$ cat src/rtl/uart_pkg.sv
// Shared sizing, defaults and helpers for the fractional baud-tick generator.
package uart_pkg;

    localparam int unsigned CNT_W        = 16;
    localparam int unsigned FRAC_W       = 4;
    localparam int unsigned OSR          = 16;
    localparam int unsigned DEF_DIV_INT  = 27;
    localparam int unsigned DEF_DIV_FRAC = 2;
    localparam int unsigned DIV_W        = CNT_W + FRAC_W;

    // Divisor-reload handshake state: accepting, holding a shadow value, re-arming.
    typedef enum logic [1:0] {
        CFG_IDLE = 2'd0,
        CFG_PEND = 2'd1,
        CFG_DONE = 2'd2
    } cfg_state_e;

    // Fixed-point divisor as produced by calc_div.
    typedef struct packed {
        logic [CNT_W-1:0]  div_int;
        logic [FRAC_W-1:0] div_frac;
    } div_cfg_t;

    // Rounded {int, frac} divisor for a clock/baud/oversample combination.
    function automatic div_cfg_t calc_div(input longint unsigned clk_hz,
                                          input longint unsigned baud_hz,
                                          input longint unsigned osr);
        longint unsigned den;
        longint unsigned scaled;
        den      = baud_hz * osr;
        scaled   = ((clk_hz << FRAC_W) + (den >> 1)) / den;
        calc_div = div_cfg_t'(DIV_W'(scaled));
    endfunction

endpackage

$ cat src/rtl/uart_baud_gen_frac_if.sv
// Divisor reload handshake between a configuration master and the tick generator.
interface uart_baud_gen_frac_if #(
    parameter int unsigned CNT_W  = uart_pkg::CNT_W,
    parameter int unsigned FRAC_W = uart_pkg::FRAC_W
);

    logic              cfg_valid;
    logic              cfg_ready;
    logic [CNT_W-1:0]  cfg_div_int;
    logic [FRAC_W-1:0] cfg_div_frac;
    logic              cfg_err;

    modport master (
        output cfg_valid,
        output cfg_div_int,
        output cfg_div_frac,
        input  cfg_ready,
        input  cfg_err
    );

    modport slave (
        input  cfg_valid,
        input  cfg_div_int,
        input  cfg_div_frac,
        output cfg_ready,
        output cfg_err
    );

endinterface

$ cat src/rtl/uart_frac_div.sv
// Fractional period counter: emits a terminal-count pulse every div_int(+1) cycles,
// the +1 coming from the carry of a FRAC_W-bit phase accumulator.
module uart_frac_div #(
    parameter int unsigned CNT_W  = uart_pkg::CNT_W,
    parameter int unsigned FRAC_W = uart_pkg::FRAC_W
) (
    input  logic              clk,
    input  logic              reset,
    input  logic              enable_i,
    input  logic              clr_i,
    input  logic [CNT_W-1:0]  div_int_i,
    input  logic [FRAC_W-1:0] div_frac_i,
    output logic              term_c_o
);

    logic [CNT_W-1:0]  cnt_q, cnt_d;
    logic [FRAC_W-1:0] acc_q, acc_d;
    logic              ext_q, ext_d;
    logic [CNT_W:0]    last_c;
    logic [FRAC_W:0]   sum_c;

    // Last count of this period, widened so the ext stretch cannot wrap.
    assign last_c   = {1'b0, div_int_i} - (CNT_W+1)'(1) + (CNT_W+1)'(ext_q);
    assign sum_c    = {1'b0, acc_q} + {1'b0, div_frac_i};
    assign term_c_o = enable_i & ({1'b0, cnt_q} == last_c);

    // Next-state: clear beats terminal count, which beats plain counting.
    always_comb begin
        cnt_d = cnt_q;
        acc_d = acc_q;
        ext_d = ext_q;
        if (clr_i) begin
            cnt_d = '0;
            acc_d = '0;
            ext_d = 1'b0;
        end else if (term_c_o) begin
            cnt_d = '0;
            acc_d = sum_c[FRAC_W-1:0];
            ext_d = sum_c[FRAC_W];
        end else if (enable_i) begin
            cnt_d = cnt_q + CNT_W'(1);
        end
    end

    // Counter state registers.
    always_ff @(posedge clk or posedge reset) begin
        if (reset) begin
            cnt_q <= '0;
            acc_q <= '0;
            ext_q <= 1'b0;
        end else begin
            cnt_q <= cnt_d;
            acc_q <= acc_d;
            ext_q <= ext_d;
        end
    end

endmodule

$ cat src/rtl/uart_baud_gen_frac.sv
// Runtime-programmable fractional baud-tick generator with oversample, mid-bit and
// bit strobes, divisor reload over a valid/ready handshake and RX phase resync.
module uart_baud_gen_frac #(
    parameter int unsigned CNT_W        = uart_pkg::CNT_W,
    parameter int unsigned FRAC_W       = uart_pkg::FRAC_W,
    parameter int unsigned OSR          = uart_pkg::OSR,
    parameter int unsigned DEF_DIV_INT  = uart_pkg::DEF_DIV_INT,
    parameter int unsigned DEF_DIV_FRAC = uart_pkg::DEF_DIV_FRAC
) (
    input  logic                       clk,
    input  logic                       reset,
    input  logic                       enable,
    input  logic                       resync,
    uart_baud_gen_frac_if.slave        cfg,
    output logic                       tick,
    output logic                       mid_tick,
    output logic                       bit_tick,
    output logic [CNT_W-1:0]           act_div_int,
    output logic [FRAC_W-1:0]          act_div_frac
);

    import uart_pkg::*;

    localparam int unsigned OSR_W    = $clog2(OSR);
    localparam int unsigned OSR_MID  = OSR / 2 - 1;
    localparam int unsigned OSR_LAST = OSR - 1;

    cfg_state_e        state_q, state_d;
    logic [CNT_W-1:0]  shd_int_q, shd_int_d;
    logic [FRAC_W-1:0] shd_frac_q, shd_frac_d;
    logic [CNT_W-1:0]  act_int_q, act_int_d;
    logic [FRAC_W-1:0] act_frac_q, act_frac_d;
    logic [OSR_W-1:0]  osr_q, osr_d;
    logic              tick_q, tick_d;
    logic              mid_q, mid_d;
    logic              bit_q, bit_d;
    logic              err_q, err_d;

    logic              xfer_c;
    logic              bad_c;
    logic              take_c;
    logic              apply_c;
    logic              term_c;

    // Handshake decode; a zero integer divisor is refused outright.
    assign xfer_c  = cfg.cfg_valid & (state_q == CFG_IDLE);
    assign bad_c   = xfer_c & (cfg.cfg_div_int == '0);
    assign take_c  = xfer_c & ~bad_c;
    // Shadow goes live at a period boundary, on resync, or whenever the core is frozen;
    // a transfer coinciding with resync bypasses the shadow entirely.
    assign apply_c = ((state_q == CFG_PEND) & (resync | ~enable | term_c)) | (take_c & resync);

    // Period/fraction core running on the active divisor.
    uart_frac_div #(
        .CNT_W  (CNT_W),
        .FRAC_W (FRAC_W)
    ) u_frac_div (
        .clk        (clk),
        .reset      (reset),
        .enable_i   (enable),
        .clr_i      (resync | apply_c),
        .div_int_i  (act_int_q),
        .div_frac_i (act_frac_q),
        .term_c_o   (term_c)
    );

    // Next-state for the handshake FSM, divisor registers, oversample phase and strobes.
    always_comb begin
        state_d    = state_q;
        shd_int_d  = shd_int_q;
        shd_frac_d = shd_frac_q;
        act_int_d  = act_int_q;
        act_frac_d = act_frac_q;
        osr_d      = osr_q;
        tick_d     = 1'b0;
        mid_d      = 1'b0;
        bit_d      = 1'b0;
        err_d      = bad_c;

        case (state_q)
            CFG_IDLE: if (take_c && !resync) state_d = CFG_PEND;
            CFG_PEND: if (apply_c)           state_d = CFG_DONE;
            CFG_DONE:                        state_d = CFG_IDLE;
            default:                         state_d = CFG_IDLE;
        endcase

        if (take_c) begin
            shd_int_d  = cfg.cfg_div_int;
            shd_frac_d = cfg.cfg_div_frac;
        end

        if (take_c && resync) begin
            act_int_d  = cfg.cfg_div_int;
            act_frac_d = cfg.cfg_div_frac;
        end else if (apply_c) begin
            act_int_d  = shd_int_q;
            act_frac_d = shd_frac_q;
        end

        if (resync) begin
            osr_d = '0;
        end else if (term_c) begin
            osr_d  = osr_q + OSR_W'(1);
            tick_d = 1'b1;
            mid_d  = (osr_q == OSR_W'(OSR_MID));
            bit_d  = (osr_q == OSR_W'(OSR_LAST));
        end
    end

    // State and output registers.
    always_ff @(posedge clk or posedge reset) begin
        if (reset) begin
            state_q    <= CFG_IDLE;
            shd_int_q  <= '0;
            shd_frac_q <= '0;
            act_int_q  <= CNT_W'(DEF_DIV_INT);
            act_frac_q <= FRAC_W'(DEF_DIV_FRAC);
            osr_q      <= '0;
            tick_q     <= 1'b0;
            mid_q      <= 1'b0;
            bit_q      <= 1'b0;
            err_q      <= 1'b0;
        end else begin
            state_q    <= state_d;
            shd_int_q  <= shd_int_d;
            shd_frac_q <= shd_frac_d;
            act_int_q  <= act_int_d;
            act_frac_q <= act_frac_d;
            osr_q      <= osr_d;
            tick_q     <= tick_d;
            mid_q      <= mid_d;
            bit_q      <= bit_d;
            err_q      <= err_d;
        end
    end

    assign cfg.cfg_ready = (state_q == CFG_IDLE);
    assign cfg.cfg_err   = err_q;
    assign tick          = tick_q;
    assign mid_tick      = mid_q;
    assign bit_tick      = bit_q;
    assign act_div_int   = act_int_q;
    assign act_div_frac  = act_frac_q;

endmodule

$ cat src/flat_wrapper.sv
// flat-port wrapper written by rule: the top's interface ports become plain ports
module uart_baud_gen_frac_flat import uart_pkg::*;
#(
    parameter int unsigned CNT_W        = uart_pkg::CNT_W,
    parameter int unsigned FRAC_W       = uart_pkg::FRAC_W,
    parameter int unsigned OSR          = uart_pkg::OSR,
    parameter int unsigned DEF_DIV_INT  = uart_pkg::DEF_DIV_INT,
    parameter int unsigned DEF_DIV_FRAC = uart_pkg::DEF_DIV_FRAC
)
  (clk, reset, enable, resync, tick, mid_tick, bit_tick, act_div_int, act_div_frac, cfg_cfg_valid, cfg_cfg_div_int, cfg_cfg_div_frac, cfg_cfg_ready, cfg_cfg_err);
  uart_baud_gen_frac_if #(.CNT_W(CNT_W), .FRAC_W(FRAC_W)) cfg_i ();
  input  logic clk;
  input  logic reset;
  input  logic enable;
  input  logic resync;
  output logic tick;
  output logic mid_tick;
  output logic bit_tick;
  output logic [CNT_W-1:0] act_div_int;
  output logic [FRAC_W-1:0] act_div_frac;
  input wire logic [$bits(cfg_i.cfg_valid)-1:0] cfg_cfg_valid;
  input wire logic [$bits(cfg_i.cfg_div_int)-1:0] cfg_cfg_div_int;
  input wire logic [$bits(cfg_i.cfg_div_frac)-1:0] cfg_cfg_div_frac;
  output wire logic [$bits(cfg_i.cfg_ready)-1:0] cfg_cfg_ready;
  output wire logic [$bits(cfg_i.cfg_err)-1:0] cfg_cfg_err;
  assign cfg_i.cfg_valid = cfg_cfg_valid;
  assign cfg_i.cfg_div_int = cfg_cfg_div_int;
  assign cfg_i.cfg_div_frac = cfg_cfg_div_frac;
  assign cfg_cfg_ready = cfg_i.cfg_ready;
  assign cfg_cfg_err = cfg_i.cfg_err;
  uart_baud_gen_frac #(.CNT_W(CNT_W), .FRAC_W(FRAC_W), .OSR(OSR), .DEF_DIV_INT(DEF_DIV_INT), .DEF_DIV_FRAC(DEF_DIV_FRAC)) u_core (.clk(clk), .reset(reset), .enable(enable), .resync(resync), .cfg(cfg_i), .tick(tick), .mid_tick(mid_tick), .bit_tick(bit_tick), .act_div_int(act_div_int), .act_div_frac(act_div_frac));
endmodule
$ cat config.mk
export PLATFORM = sky130hd
export DESIGN_NAME = uart_baud_gen_frac_flat
export DESIGN_NICKNAME = d
export VERILOG_FILES = /design/src/rtl/uart_pkg.sv /design/src/rtl/uart_baud_gen_frac_if.sv /design/src/rtl/uart_frac_div.sv /design/src/rtl/uart_baud_gen_frac.sv /design/src/flat_wrapper.sv
export SDC_FILE = /design/constraint.sdc
export NUM_CORES = 1
export LEC_CHECK = 0
export BUFFER_PORTS_ARGS = -buffer_cell sky130_fd_sc_hd__buf_2
export CORE_MARGIN = 2
export CORE_UTILIZATION = 60
export CTS_CLUSTER_SIZE = 12
export DETAILED_ROUTE_END_ITERATION = 12
export PLACE_DENSITY = 0.87
export SLEW_MARGIN = 20
export SYNTH_ARGS = -nofsm -noshare
export SYNTH_HDL_FRONTEND = slang
export SYNTH_HIERARCHICAL = 1
export SYNTH_SLANG_ARGS = --single-unit
$ cat constraint.sdc
create_clock -name clk -period 12.19 [get_ports clk]
set_input_delay 0 -clock clk [delete_from_list [all_inputs] [get_ports clk]]
set_output_delay 0 -clock clk [all_outputs]
set_load 0.03 [all_outputs]
Yosys cells after proc, flatten, opt, wreduce, memory -nomap -nowiden
Cells that the tools add are included.
Operators by class
  add/subtract/negate cells: 5
  eq/ne operators: 6
  muxes and demuxes: 22
  bitwise gates (word level): 12
  reductions and logical operators: 10
Operators by type and width (number)
  2-to-1 mux 16 bit: 5
  2-to-1 mux 4 bit: 6
  adder 17 x 1 -> 17 bit: 1
  equality test 16 x 17 -> 1 bit: 1
  subtractor 16 x 1 -> 17 bit, second input constant: 1
  adder 16 x 1 -> 16 bit, second input constant: 1
  logical NOT 16 bit: 1
  2-to-1 mux 1 bit: 8
  AND 1 bit: 6
  nonzero test 2 bit: 3
  adder 4 x 4 -> 5 bit: 1
  adder 4 x 1 -> 4 bit, second input constant: 1
  equality test 4 x 3 -> 1 bit, second input constant: 1
  equality test 4 bit, second input constant: 1
  2-to-1 mux 2 bit: 2
  != test 2 x 1 -> 1 bit, second input constant: 2
  OR 1 bit: 4
  case mux 2 bit (2 select lines): 1
  nonzero test 3 bit: 1
  equality test 2 x 1 -> 1 bit, second input constant: 1
  logical AND 1 bit: 2
  logical NOT 2 bit: 1
  NOT 1 bit: 2
  AND reduction 2 bit: 1
  logical NOT 1 bit: 1
Word-level totals
  flip-flop bits (word level): 71
  input port bits: 25
  output and inout bits: 25
  logic and storage cells: 68

Depth between registers and ports, before layout
  depth in word-level cells: 9
  depth in mapped cells: 22
  mapped depth without buffers: 19

Cells and area by module
The synthesis kept the hierarchy.
Modules (own cells, without submodules)
  uart_baud_gen_frac: instances 1, cells an instance 175, area each 2132.0 um2, sequential area each 1257.5 um2
  uart_frac_div: instances 1, cells an instance 209, area each 1764.2 um2, sequential area each 525.5 um2

Worst setup path before layout
No wires, ideal clock.
  kind: reg-to-reg
  from: register u_core.act_int_q[0] (netlist: u_core/act_div_int[0])
  to: register u_core.u_frac_div.cnt_q[12]
  library setup time: 128 ps
  data arrival time: 4033 ps
  required time: 12062 ps
  slack: 8029 ps
  cell stages (with the launch flop): 23
  path buffers: 3
  period minus slack after synthesis: 4161 ps
  path through: dfstp_2 inv_1 ha_1 ha_1 nor2b_1 clkbuf_1 o211ai_1 nand4_1 nand3_1 nand4_1 nor2_1 clkbuf_1 nor2_1 a21o_1 buf_1 nand2b_1 nor2_1 nor2b_1 and2_1 nor2b_1 nand3_1 xor2_1 nor2_1
Between the ends
  longest elaborated chain between the ends: 9
  elaborated cells on any way between the ends: 11
  those cells by class: add/sub: 2; eq/ne: 1; mux: 2; bitwise: 5; reduce/logical: 1
Ends and longest elaborated chain
  start: declaration: line uart_baud_gen_frac.sv:31  | logic [CNT_W-1:0] act_int_q, act_int_d;
  start signal: assignment: line uart_baud_gen_frac.sv:116  | act_int_q <= CNT_W'(DEF_DIV_INT);
  start signal: assignment: line uart_baud_gen_frac.sv:127  | act_int_q <= act_int_d;
  subtractor 16 x 1 -> 17 bit *: line uart_frac_div.sv:23  | assign last_c = {1'b0, div_int_i} - (CNT_W+1)'(1) + (CNT_W+1)'(ext_q);
  adder 17 x 1 -> 17 bit *: line uart_frac_div.sv:23
  equality test 16 x 17 -> 1 bit *: line uart_frac_div.sv:25  | assign term_c_o = enable_i & ({1'b0, cnt_q} == last_c);
  AND 1 bit *: line uart_frac_div.sv:25
  named net u_core.term_c: line uart_baud_gen_frac.sv:43  | logic term_c;
  OR 1 bit: line uart_baud_gen_frac.sv:51  | assign apply_c = ((state_q == CFG_PEND) & (resync | ~enable | term_c)) | (take_c & resync);
  AND 1 bit: line uart_baud_gen_frac.sv:51
  OR 1 bit: line uart_baud_gen_frac.sv:51
  OR 1 bit: line uart_baud_gen_frac.sv:61  | .clr_i (resync | apply_c),
  nonzero test 3 bit (no source line) or 2-to-1 mux 16 bit (tied branches)
  end signal: assignment: line uart_frac_div.sv:52  | cnt_q <= cnt_d;
  end: declaration: line uart_frac_div.sv:16  | logic [CNT_W-1:0] cnt_q, cnt_d;
The timed path passes the listed nets; every way through them passes the cells marked *.
A chain may end at the register's enable or synchronous reset.

Worst setup path after layout
Same ends and word-level chain as after synthesis.

==> results.txt <==
----------------------------------------------------
[Timing]
  Slew at the pin closest to its max-slew limit ... 966 ps
  Setup TNS Final ... 0 ps
  Peak Freq ... 0.202 GHz
  Finish-stage setup viols ... 0
  Clock period minus worst slack ... 4940 ps
  Final critical-path share of the clock period ... 40.5%
  Skew final ... 15.6 ps
  Final hold violation count ... 0
  Final slew viol count ... 0
  PnR worst setup slack ... 7250 ps
  Setup repair after global routing missed its margin ... no
  Relative slew slack ... 35.6%

[GRT]
  Global Route Usage Sum ... 29.4%
  GRT overflow ... 0
  Vias in the first global route ... 3295
  Maximum number of pins on one net before global-route repair ... 51
  Antenna violations before repair ... 0
  Global-route wire length before repair ... 16400 µm

[Clock network]
  Maximum count of clock buffers along a single path ... 2
  Clock-pin slew on the worst setup and hold paths ... 80 ps
  TritonCTS Buffers ... 9
  Clock Root Buffer ... clkbuf_8
  Hold-fix buffers, CTS ... 24
  Number of setup buffers added after CTS ... 0
  Clk sinks ... 71
  Clock network latency to the later pin of the worst-skew pair ... 350 ps
  Quantity of gates resized following cts ... 0
  H-tree Lvls ... 3
  TritonCTS clock tree ... built

[Logic synthesis]
  Post-synthesis instance total ... 384
  Synth cell types ... 53
  Largest cells by area after synthesis ... dfrtp_1 (42%), mux2_1 (5.5%), xnor2_1 (4.5%)
  Cell area after synthesis ... 3900 µm²
  Sequential-to-total area share from yosys stat ... 45.8%
  Most numerous cell in the Yosys netlist ... dfrtp_1
  Seq cells post-synth ... 71
  Cell type with the largest total area after synthesis ... dfrtp_1
  Mean instance size in the synthesized netlist ... 10.1 µm²
  Synthesized Nets ... 418
  EDFF count, synth ... 0
  Most frequent cells after synthesis ... dfrtp_1 (66), nor2_1 (35), nand3_1 (23)
  Main synth FF type ... dfrtp_1
  Yosys warning total ... 6
  Post-synthesis async set-or-reset flop share ... 100%
  Area share of the largest cell type after synthesis ... 42.4%

[Floorplan]
  # rows ... 29
  DIE HEIGHT ... 84.6 µm
  Die area ... 7150 µm²
  Number of primary I/O pins ... 50
  Placeable Area ... 6310 µm²
  Horizontal die dimension ... 84.6 µm
  Starting density of the core ... 61.7%

[Job]
  Max-Cap Viols ... 0

[Critical path]
  Required time at the worst-slack endpoint ... 12390 ps
  Ordered cell list for the critical path ... inv_1, ha_1, ha_1, nor2b_1, xnor2_1, nand3_1, nand3_1, nand4_1, nor2_1, nor2_1, a21o_1, nand2b_1, nor2_1, nor2b_1, and2_1, nor2b_1, nand3_1, xor2_1, nor2_1
  Crit path max-delay family ... simple AND/OR/NAND/NOR gates
  Most used cell along the critical path ... nor2_1
  Critical path startpoint category ... flip-flop
  Kind of critical path ... reg2reg
  Max incr delay on CP ... 610 ps
  Data arrival time at the worst-slack endpoint ... 5140 ps
  Crit-path max FO ... 22
  Worst setup EP type ... flip-flop
  Count of buffer and inverter cells on the critical path ... 1
  Cell at the slowest stage of the critical path ... nor2b_1

[Route]
  WL per Instance ... 18.6 µm
  Total DRC errors in the routed layout ... 0
  Post-route antenna net violation count ... 0
  DRT iter0 DRCs ... 288
  Number of search-and-repair iterations in the first detailed-routing pass ... 5
  Total wirelength of the detailed-routed design ... 9940 µm
  Via count ... 3340
  Detail-routed via count per cell ... 6.27

[Cells and area]
  Area grow syn2layout ... 17.0%
  Final instance area ... 4560 µm²
  Fill count ... 431
  Number of antenna diodes ... 0
  Fraction of layout cells with a size suffix above 1 ... 17.8%
  Number of nets in the final layout ... 485

[Place]
  Worst slack, placed ... 7360 ps
  GPL Wtd Cong ... 0.950
  Final HPWL DP ... 6150 µm
  Count of buffers from port buffering ... 49
  Standard cell area after detailed placement ... 4140 µm²

[Power and ir drop]
  Static leakage power ... 2.08 nW
  VDD IR max ... 153 µV
  PD cells ... 225 nW/µm²

[Outcome]
  Run status ... complete, no violations

[Min path]
  Worst Hold Class ... in2async

----------------------------------------------------
[worst register-to-register path, stage by stage, from the launching register on]
cell and delay [ps]:
dfstp_2 380, inv_1 50, ha_1 200, ha_1 270, nor2b_1 610, xnor2_1 200
nand3_1 90, nand3_1 230, nand4_1 290, nor2_1 420, nor2_1 80, a21o_1 530
nand2b_1 400, nor2_1 110, nor2b_1 150, and2_1 210, nor2b_1 260, nand3_1 120
xor2_1 150, nor2_1 50
[area by class of cell]
class	instances	area, µm²	area share [%]
Inverter	9	35.0	0.769
Clock inverter	5	35.0	0.769
Timing Repair Buffer	73	485	10.7
Clock buffer	11	141	3.10
Sequential cell	71	1780	39.1
Tap cell	77	96.3	2.11
Multi-Input combinational cell	287	1980	43.5
[metrics by stage]
step                      utilization (%)  hold WS [ps]  total power [mW]  cells
after floorplan                         -         -23.5             0.720    384
after global placement               65.6           193             0.813    493
after detailed placement             65.6           214             0.832    493
after CTS                            72.2           380              1.01    533
after global routing                 72.2           420              1.08    533
final                                72.2           336              1.02    533
[routing by layer]
layer,up-vias,wire length [µm],track usage (%)
li1,1498,-,-
met1,1624,4110,37.9
met2,182,4850,47.8
met3,36,651,6.88
met4,0,331,12.3
met5,-,0,0
[cell usage in the layout, fill, tap and decap left out, types with 2 or more instances in the layout]
cell / synthesis / routed
nand4_1: 11 / 11
buf_2: 3 / 49
nor2_1: 35 / 35
xor2_1: 19 / 19
nor2b_1: 7 / 7
and3_1: 5 / 5
o211ai_1: 2 / 2
dlygate4sd3_1: 0 / 24
and2_1: 2 / 2
mux2_1: 19 / 19
or3_1: 2 / 2
inv_1: 8 / 7
a21o_1: 5 / 5
clkbuf_8: 0 / 10
clkinv_4: 0 / 2
nor4_1: 4 / 4
a22oi_1: 5 / 5
o21ai_1: 19 / 19
nor3b_1: 2 / 2
o31ai_1: 2 / 2
nand4_2: 2 / 2
a21oi_1: 12 / 12
clkinv_2: 0 / 3
nand2_1: 22 / 22
mux2i_1: 16 / 16
nand3b_1: 3 / 3
a31oi_1: 3 / 3
a32oi_1: 2 / 2
o21ai_0: 9 / 9
ha_1: 8 / 8
xnor2_1: 20 / 20
nand3_1: 23 / 23
dfrtp_1: 66 / 66
nand2b_1: 5 / 5
nor3_1: 8 / 8
dfstp_2: 5 / 5
[logic make-up after synthesis]
logic type	Yosys count	share of synthesized area (%)
compound gates	63	9.73
xor+xnor	39	8.77
fa+ha+maj	9	3.08
buf+inv	26	3.37
flops	71	45.8
mux	36	9.89
simple gates	140	19.4
[state kept, by name (all words and copies together) (netlist names)]
register                 count
u_core/tick                  1
u_core/u_frac_div/cnt_q     16
u_core/shd_int_q            16
u_core/cfg.cfg_err           1
u_core/state_q               2
u_core/u_frac_div/ext_q      1
u_core/act_div_int          16
u_core/osr_q                 4
u_core/bit_tick              1
u_core/act_div_frac          4
u_core/shd_frac_q            4
u_core/u_frac_div/acc_q      4
u_core/mid_tick              1
[power by group]
group | total, mW | switching, mW | internal (mW)
Clock | 0.170 | 0.0903 | 0.0795
Sequential | 0.406 | 0.0917 | 0.315
Combinational | 0.449 | 0.276 | 0.173
Total | 1.02 | 0.458 | 0.567
[path summary, 6_finish.rpt]
kind / startpoint / to / slack (ps) / cells past startpoint
min: reset / u_core/bit_tick / 340 / 3
min in group clk: cfg_cfg_div_frac[2] / u_core/shd_frac_q[2] / 430 / 3
max in group asynchronous: reset / u_core/u_frac_div/cnt_q[15] / 11320 / 3
max: u_core/act_div_int[0] / u_core/u_frac_div/cnt_q[12] / 7250 / 19
max reg2reg: u_core/act_div_int[0] / u_core/u_frac_div/cnt_q[12] / 7250 / 19
min reg2reg: u_core/osr_q[3] / u_core/mid_tick / 430 / 1
No activity file was read; power rests on OpenSTA's default activity.
